==> src/rtl/brisc_pkg.sv <==
// Shared core types and constants.
// Writeback entry layout and arbiter selectors.
package brisc_pkg;

  localparam int XLEN     = 32;
  localparam int REG_BITS = 5;

  localparam int WB_SRC_ALU = 0;
  localparam int WB_SRC_MEM = 1;
  localparam int WB_SRC_MUL = 2;
  localparam int WB_NUM_SRC = 3;

  localparam int ARB_RR    = 0;
  localparam int ARB_FIXED = 1;

  typedef struct packed {
    logic [REG_BITS-1:0] rd;
    logic [XLEN-1:0]     data;
    logic                wen;
  } wb_entry_t;

endpackage

==> src/rtl/wb_src_fifo.sv <==
// Per-source result FIFO for the writeback arbiter.
// Circular buffer; pointers wrap explicitly so any DEPTH works.
module wb_src_fifo
  import brisc_pkg::*;
#(
  parameter int DEPTH = 2,
  localparam int PW = (DEPTH > 1) ? $clog2(DEPTH) : 1,
  localparam int CW = $clog2(DEPTH + 1)
) (
  input  logic          clk,
  input  logic          reset,
  input  logic          push,
  input  wb_entry_t     wr_entry,
  input  logic          pop,
  output wb_entry_t     head,
  output logic [CW-1:0] count,
  output logic          full,
  output logic          empty
);

  wb_entry_t     mem [DEPTH];
  logic [PW-1:0] rd_ptr;
  logic [PW-1:0] wr_ptr;
  logic          do_push;
  logic          do_pop;

  assign full    = (count == CW'(DEPTH));
  assign empty   = (count == '0);
  assign do_push = push && !full;
  assign do_pop  = pop && !empty;
  assign head    = mem[rd_ptr];

  // Storage write; contents need no reset.
  always_ff @(posedge clk) begin
    if (do_push) mem[wr_ptr] <= wr_entry;
  end

  // Pointers and occupancy.
  always_ff @(posedge clk or negedge reset) begin
    if (!reset) begin
      rd_ptr <= '0;
      wr_ptr <= '0;
      count  <= '0;
    end else begin
      if (do_push) begin
        if (wr_ptr == PW'(DEPTH - 1)) wr_ptr <= '0;
        else                          wr_ptr <= wr_ptr + 1'b1;
      end
      if (do_pop) begin
        if (rd_ptr == PW'(DEPTH - 1)) rd_ptr <= '0;
        else                          rd_ptr <= rd_ptr + 1'b1;
      end
      unique case ({do_push, do_pop})
        2'b10:   count <= count + 1'b1;
        2'b01:   count <= count - 1'b1;
        default: count <= count;
      endcase
    end
  end

endmodule

==> src/rtl/wb_arbiter.sv <==
// Multi-source writeback: per-source FIFOs, one retire per cycle.
// Registered output also serves as the forwarding source.
module wb_arbiter
  import brisc_pkg::*;
#(
  parameter int NUM_SRC  = WB_NUM_SRC,
  parameter int DEPTH    = 2,
  parameter int ARB_MODE = ARB_RR,
  localparam int SW = (NUM_SRC > 1) ? $clog2(NUM_SRC) : 1
) (
  input  logic                        clk,
  input  logic                        reset,
  input  logic [NUM_SRC-1:0]          src_valid_in,
  output logic [NUM_SRC-1:0]          src_ready_out,
  input  logic [NUM_SRC*REG_BITS-1:0] src_rd_in,
  input  logic [NUM_SRC*XLEN-1:0]     src_data_in,
  input  logic [NUM_SRC-1:0]          src_wen_in,
  output logic                        retire_valid_out,
  output logic [SW-1:0]               retire_src_out,
  output logic [REG_BITS-1:0]         rd_out,
  output logic [XLEN-1:0]             rd_data_out,
  output logic                        write_rf,
  output logic                        busy_out
);

  localparam int CW = $clog2(DEPTH + 1);

  wb_entry_t        wr_entry [NUM_SRC];
  wb_entry_t        head     [NUM_SRC];
  logic [CW-1:0]    count    [NUM_SRC];
  logic [NUM_SRC-1:0] push;
  logic [NUM_SRC-1:0] pop;
  logic [NUM_SRC-1:0] full;
  logic [NUM_SRC-1:0] empty;

  logic          grant_any;
  logic [SW-1:0] grant_idx;
  logic [SW-1:0] rr_ptr;
  logic [SW-1:0] rr_next;
  wb_entry_t     head_sel;
  int            j;

  assign src_ready_out = ~full;

  for (genvar g = 0; g < NUM_SRC; g++) begin : g_src
    assign wr_entry[g] = '{
      rd:   src_rd_in[g*REG_BITS +: REG_BITS],
      data: src_data_in[g*XLEN +: XLEN],
      wen:  src_wen_in[g]
    };
    assign push[g] = src_valid_in[g] && !full[g];
    assign pop[g]  = grant_any && (grant_idx == SW'(g));

    wb_src_fifo #(.DEPTH(DEPTH)) u_fifo (
      .clk      (clk),
      .reset    (reset),
      .push     (push[g]),
      .wr_entry (wr_entry[g]),
      .pop      (pop[g]),
      .head     (head[g]),
      .count    (count[g]),
      .full     (full[g]),
      .empty    (empty[g])
    );
  end

  // Busy while any FIFO holds an entry.
  always_comb begin
    busy_out = 1'b0;
    for (int i = 0; i < NUM_SRC; i++) begin
      if (count[i] != '0) busy_out = 1'b1;
    end
  end

  // Pick the first non-empty head from the search start.
  always_comb begin
    grant_any = 1'b0;
    grant_idx = '0;
    j         = 0;
    for (int k = 0; k < NUM_SRC; k++) begin
      if (ARB_MODE == ARB_FIXED) j = k;
      else                       j = (int'(rr_ptr) + k) % NUM_SRC;
      if (!grant_any && !empty[j]) begin
        grant_any = 1'b1;
        grant_idx = SW'(j);
      end
    end
  end

  assign head_sel = head[grant_idx];
  assign rr_next  = (grant_idx == SW'(NUM_SRC - 1)) ? '0
                  : grant_idx + 1'b1;

  // Round-robin pointer moves past the winner.
  always_ff @(posedge clk or negedge reset) begin
    if (!reset) begin
      rr_ptr <= '0;
    end else if (grant_any) begin
      rr_ptr <= rr_next;
    end
  end

  // Retire register; address/data hold when idle.
  always_ff @(posedge clk or negedge reset) begin
    if (!reset) begin
      retire_valid_out <= 1'b0;
      retire_src_out   <= '0;
      rd_out           <= '0;
      rd_data_out      <= '0;
      write_rf         <= 1'b0;
    end else begin
      retire_valid_out <= grant_any;
      retire_src_out   <= grant_idx;
      write_rf         <= grant_any && head_sel.wen
                          && (head_sel.rd != '0);
      if (grant_any) begin
        rd_out      <= head_sel.rd;
        rd_data_out <= head_sel.data;
      end
    end
  end

endmodule
==> config.mk <==
export PLATFORM = sky130hd
export DESIGN_NAME = wb_arbiter
export DESIGN_NICKNAME = d
export VERILOG_FILES = /design/src/rtl/brisc_pkg.sv /design/src/rtl/wb_src_fifo.sv /design/src/rtl/wb_arbiter.sv
export SDC_FILE = /design/constraint.sdc
export NUM_CORES = 1
export LEC_CHECK = 0
export BUFFER_PORTS_ARGS = -buffer_cell sky130_fd_sc_hd__buf_2
export CAP_MARGIN = 25
export CELL_PAD_IN_SITES_DETAIL_PLACEMENT = 1
export CELL_PAD_IN_SITES_GLOBAL_PLACEMENT = 2
export CORE_MARGIN = 4
export CORE_UTILIZATION = 40
export CTS_CLUSTER_SIZE = 24
export DETAILED_ROUTE_END_ITERATION = 10
export GPL_ROUTABILITY_DRIVEN = 0
export PLACE_DENSITY_LB_ADDON = 0.1
export REMOVE_ABC_BUFFERS = 1
export SYNTH_ARGS = -nofsm -noshare
export SYNTH_HDL_FRONTEND = slang
export SYNTH_SLANG_ARGS = --single-unit
==> constraint.sdc <==
create_clock -name clk -period 3.7 [get_ports clk]
set_clock_uncertainty 0.2 [all_clocks]
set_input_delay 0.74 -clock clk [delete_from_list [all_inputs] [get_ports clk]]
set_output_delay 0.74 -clock clk [all_outputs]
set_load 0.03 [all_outputs]
==> impl_metrics.ini, run 1 <==
[timing]
fin_crit_ns = 3.45
post-route-period-util_pct = 93.4
max_freq_mhz = 289
tightest_slew_ns = 0.852
setup_viol = 0
hold_viol_final = 0
maxSlewViolCount = 0
whs_ns = 0.102
setup-tns-final_ns = 0
rsz0062_at_grt = false
relSlewSlack_pct = 43.1

[pwr]
p_leak_nw = 5.25
powerDensity_nw_per_um2 = 990
ir_worst_vdd_mv = 0.438

[final_layout]
drive_above_1_share_pct = 27.7
area_growth_syn_to_layout_pct = 19.4
final_nets = 1006
antenna_cells = 0

[worst_setup_path]
start_kind = flip-flop
r2r_cells = 9
critPathCaptureType = flip-flop
worstSetupPathType = flip-flop to flip-flop
timing.rr.start = rr_ptr[0]$_DFFE_PN0N_
crit_arrival_ns = 3.72
r2r_end = write_rf$_DFF_PN0_
r2r_slack_ns = 0.25
crit_fanout = 11
worstPathRequired_ns = 3.97

[cts]
postCtsSetupBuffers = 0
clock_latency_ns = 0.55
cts_buffers = 30
path_clk_slew_ns = 0.06
h-tree-depth = 1
cts.repair.resized = 0
numClockSinks = 283
root_buffer = clkbuf_16
clockBufferDepth = 3
cts_tree = done
cts_hold_buf = 0

[floorplanning]
fp.dieW_um = 175
start_util_pct = 40.9
dieArea_um2 = 30500
core_um2 = 27200
die_h_um = 175
num_rows = 60
ios = 164

[synthesis]
synth_common_cells = edfxtp_1, mux2i_1, nor2_1, dfrtp_1
ys.flop_type = edfxtp_1
yosysWarnings = 0
synth-edff-count = 228
syn_area_um2 = 11100
yosysTopAreaCellShare_pct = 61.6
synthArstFlopShare_pct = 19.4
ys_seq_elements = 283
yosysTopAreaCell = edfxtp_1
synth.distinct_cells = 55
avgSynthCellArea_um2 = 15.9
yosysMostFrequentCell = edfxtp_1
synthCells = 700
ys_seq_area_share_pct = 73.9
synthTopCellsByArea = edfxtp_1, dfrtp_1, mux2i_1, nor2_1, o22ai_1

[worst_hold_path]
hp-class = primary input to async pin

[global_routing]
grt_pass1_wl_um = 43100
track_usage_pct = 18.4
overflow = 0
grt_pass1_vias = 7181
grt_start_max_net_pins = 56
antenna_found_initial = 3

[placement]
dp_hpwl_um = 19100
numPortBuffers = 163

[routing]
drt_iter0_markers = 282
detail_route.wl_per_cell_um = 22.2
vias = 6526
vias_per_cell = 5.11
first_pass_iters = 4
routed_wl_um = 28400
remaining_drc_errors = 0
ant_nets = 0

[status]
status = finished clean

[flow_run]
cap_violations = 0
-- worst max-delay path: stages (launching register included) --
cell       delay, ns
dfrtp_1         0.38
inv_1           0.08
ha_1            0.52
or3b_4          0.46
nor2_2          0.14
o21a_4          0.19
nand4b_1        0.55
or2_2           0.53
o2111ai_1       0.16
o41a_1          0.17
-- layout by cell type, fill, tap and decap left out, drive strengths merged, types with 2 or more instances in the layout --
master     n
nand2b     4
a211oi     4
ha         6
mux2       5
a2111oi    2
nor2b      2
xor2       4
nand4b     2
and3       4
o21ai     10
edfxtp   228
nand3b     2
dfrtp     55
or3        3
o22ai     31
nor2     102
a21oi      5
or2        5
nor3      32
o22a       3
buf      187
o32ai      3
xnor2     11
clkinv    11
inv        6
mux2i    111
clkbuf    45
nand2      7
-- state kept, by name (all words and copies together), names as in the netlist --
register,count
rr_ptr,2
write_rf,1
retire_valid_out,1
rd_out,5
g_src.u_fifo.rd_ptr,3
retire_src_out,2
g_src.u_fifo.mem,228
rd_data_out,32
g_src.u_fifo.count,6
g_src.u_fifo.wr_ptr,3
-- where the power goes --
| group | internal (mW) | total, mW | switching, mW | leakage [nW] |
|---|---|---|---|---|
| Sequential | 4.51 | 5.06 | 0.550 | 2.77 |
| Clock | 1.57 | 2.73 | 1.15 | 0.449 |
| Combinational | 1.95 | 5.37 | 3.42 | 2.03 |
-- how the worst max path moves through the flow --
stage	from	to	slack, ns	cells after the start
2_1_floorplan	rr_ptr[0]$_DFFE_PN0N_	write_rf$_DFF_PN0_	0.19	9
3_3_place_gp	rr_ptr[0]$_DFFE_PN0N_	write_rf$_DFF_PN0_	0.31	9
3_5_place_dp	rr_ptr[0]$_DFFE_PN0N_	write_rf$_DFF_PN0_	0.26	9
4_1_cts	rr_ptr[0]$_DFFE_PN0N_	write_rf$_DFF_PN0_	0.21	9
5_1_grt	rr_ptr[0]$_DFFE_PN0N_	rd_out[3]$_DFFE_PN0N_	0.06	7
6_report	rr_ptr[0]$_DFFE_PN0N_	write_rf$_DFF_PN0_	0.25	9
-- per-stage QoR --
| stage | util [%] | cells | cell area (um2) | power [mW] | setup WS, ns |
|---|---|---|---|---|---|
| floorplan | - | 662 | 10900 | 8.58 | 0.189 |
| global placement | 45.6 | 1221 | 12400 | 10.3 | 0.311 |
| detailed placement | 45.6 | 1221 | 12400 | 10.6 | 0.260 |
| CTS | 48.9 | 1277 | 13300 | 13.4 | 0.211 |
| global route | 48.9 | 1277 | 13300 | 14.0 | 0.0601 |
| finish | 48.9 | 1277 | 13300 | 13.2 | 0.245 |
-- cell families after synthesis --
group	synth area share, %
xor+xnor	1.18
fa+ha+maj	0.675
buf+inv	2.41
simple gates	6.82
mux	10.5
flops	73.9
compound gates	4.48
-- final cells by class --
class / instances / area, um2
clock buffers: 45 / 848
clock inverters: 11 / 52.6
fillers: 2750 / 13900
inverters: 6 / 22.5
multi-input cells: 373 / 2660
flip-flops and latches: 283 / 8230
well taps: 372 / 465
repair buffers: 187 / 1010
-- layer usage --
layer / track usage, % / wire [um] / vias up
li1: - / - / 3000
met1: 25.0 / 12600 / 3319
met2: 31.5 / 13900 / 159
met3: 3.12 / 1300 / 42
met4: 3.60 / 505 / 6
met5: 0 / 35 / -
Power figures use the tool's default switching activity.
==> run 2: changes to the inputs <==
- CORE_MARGIN: 4 -> 2
==> run 2 against run 1 <==
  * Sequential share of layout area is 0.25 points lower
  * Non-clock buffer count shrank 6
  * Highest routed layer unchanged
  * First-iteration DRC count increased by 5.7%
  * Routed wire length is 1.1% lower
  * Flip-flop and latch count unchanged
  * Worst hold slack worse by 0.014 ns
  * Clock power rose by 7.7%
  * Core utilization down 0.47 points
  * Clock-buffer cell count is 1 higher
  * Final area up 0.41%
  * Critical endpoint unchanged
  * Die area down 4.5%
  * Combinational power shrank 1%
==> impl_metrics.ini, run 2 (synthesized netlist as in run 1, its figures left out) <==
[worst_setup_path]
worstPathRequired_ns = 3.94
worstSetupPathType = flip-flop to flip-flop
crit_fanout = 14
critPathCaptureType = flip-flop
start_kind = flip-flop
crit_arrival_ns = 3.54

[placement]
dp_hpwl_um = 18000
place_ws_ns = 0.454
numPortBuffers = 163

[floorplanning]
die_h_um = 171
num_rows = 61
start_util_pct = 40.4
core_um2 = 27600
ios = 164
fp.dieW_um = 171
dieArea_um2 = 29200

[global_routing]
overflow = 0
antenna_found_initial = 4
track_usage_pct = 19.3
grt_pass1_vias = 7056
grt_pass1_wl_um = 41800
grt_start_max_net_pins = 56

[timing]
maxSlewViolCount = 0
setup_ws_ns = 0.399
setup_viol = 0
rsz0062_at_grt = false
fin_crit_ns = 3.30
tightest_slew_ns = 0.979
post-route-period-util_pct = 89.2
hold_viol_final = 0
setup-tns-final_ns = 0
relSlewSlack_pct = 34.7
max_freq_mhz = 303

[cts]
clockBufferDepth = 3
cts_tree = done
h-tree-depth = 1
cts_hold_buf = 0
cts_buffers = 31
clock_latency_ns = 0.56
cts.repair.resized = 0
numClockSinks = 283
postCtsSetupBuffers = 0
root_buffer = clkbuf_16
path_clk_slew_ns = 0.06

[final_layout]
drive_above_1_share_pct = 27.7
layout_common_cells = edfxtp_1, buf_2, mux2i_1
final_nets = 1001
post-route-util_pct = 48.4
largestRegisters = g_src.u_fifo.mem x228, rd_data_out x32, g_src.u_fifo.count x6
final_common_cell = edfxtp_1
area_growth_syn_to_layout_pct = 19.9
largest_register_ffs = 228
regMostFlops = g_src.u_fifo.mem

[pwr]
ir_worst_vdd_mv = 0.384
powerDensity_nw_per_um2 = 997
p_leak_nw = 5.26

[routing]
drt_iter0_markers = 298
detail_route.wl_per_cell_um = 21.9
remaining_drc_errors = 0
first_pass_iters = 4
vias = 6585
ant_nets = 0
routed_wl_um = 28100
vias_per_cell = 5.14

[worst_hold_path]
hp-class = primary input to async pin

[flow_run]
cap_violations = 0

[status]
status = finished clean
## run 2: changes by cell type in the layout (fill, tap and decap cells not counted), moves of 2 or more
cell / delta
buf_4: -6
clkbuf_1: -2
clkbuf_8: +3
diode_2: +3
## run 2: final cells by class
| cell class | instances | area (um2) |
|---|---|---|
| clock buffers | 46 | 882 |
| repair buffers | 181 | 966 |
| flip-flops and latches | 283 | 8230 |
| well taps | 378 | 473 |
| fillers | 2743 | 14200 |
| clock inverters | 12 | 103 |
| multi-input cells | 373 | 2660 |
| inverters | 6 | 22.5 |
| diodes | 3 | 7.51 |
## run 2: metrics by stage
| stage | std cells | power, mW | hold slack (ns) | cell area (um2) |
|---|---|---|---|---|
| 3_5_place_dp | 1221 | 10.5 | 0.284 | 12300 |
| 4_1_cts | 1279 | 13.4 | 0.115 | 13300 |
| 6_report | 1282 | 13.3 | 0.0885 | 13300 |
| 5_1_grt | 1279 | 14.1 | 0.142 | 13300 |
| 2_1_floorplan | 662 | 8.58 | 0.244 | 10900 |
| 3_3_place_gp | 1221 | 10.3 | 0.269 | 12300 |
## run 2: worst paths after layout
kind / startpoint / to / slack, ns / cells after the start
worst max register to register: rr_ptr[0]$_DFFE_PN0N_ / write_rf$_DFF_PN0_ / 0.40 / 10
worst min register to register: rd_out[2]$_DFFE_PN0N_ / rd_out[2]$_DFFE_PN0N_ / 0.30 / 1
min in group clk: src_data_in[69] / g_src[2].u_fifo.mem[0][6]$_DFFE_PP_ / 0.16 / 1
worst min-delay path: reset / g_src[0].u_fifo.wr_ptr$_DFFE_PN0P_ / 0.09 / 1
worst max-delay path: rr_ptr[0]$_DFFE_PN0N_ / write_rf$_DFF_PN0_ / 0.40 / 10
max in group asynchronous: reset / g_src[2].u_fifo.rd_ptr$_DFFE_PN0P_ / 2.62 / 1
## run 2: worst max-delay path, stage by stage (launching register included)
cell,delay (ns)
dfrtp_1,0.37
inv_1,0.07
ha_1,0.51
or3b_4,0.44
o21ai_1,0.10
nand4_1,0.14
nand4b_1,0.33
buf_4,0.32
o22a_1,0.17
o21ai_1,0.09
o41a_1,0.42
## run 2: report_power, final
part           internal (mW)  switching [mW]
Clock                   1.72            1.22
Combinational           1.89            3.41
Sequential              4.51           0.548
## run 2: per-layer routing
| layer | track usage, % | wire length [um] | vias to the layer above |
|---|---|---|---|
| met5 | 0 | 7 | - |
| met2 | 32.9 | 13700 | 176 |
| met4 | 4.38 | 524 | 2 |
| li1 | - | - | 2996 |
| met1 | 25.9 | 12500 | 3370 |
| met3 | 3.15 | 1300 | 41 |
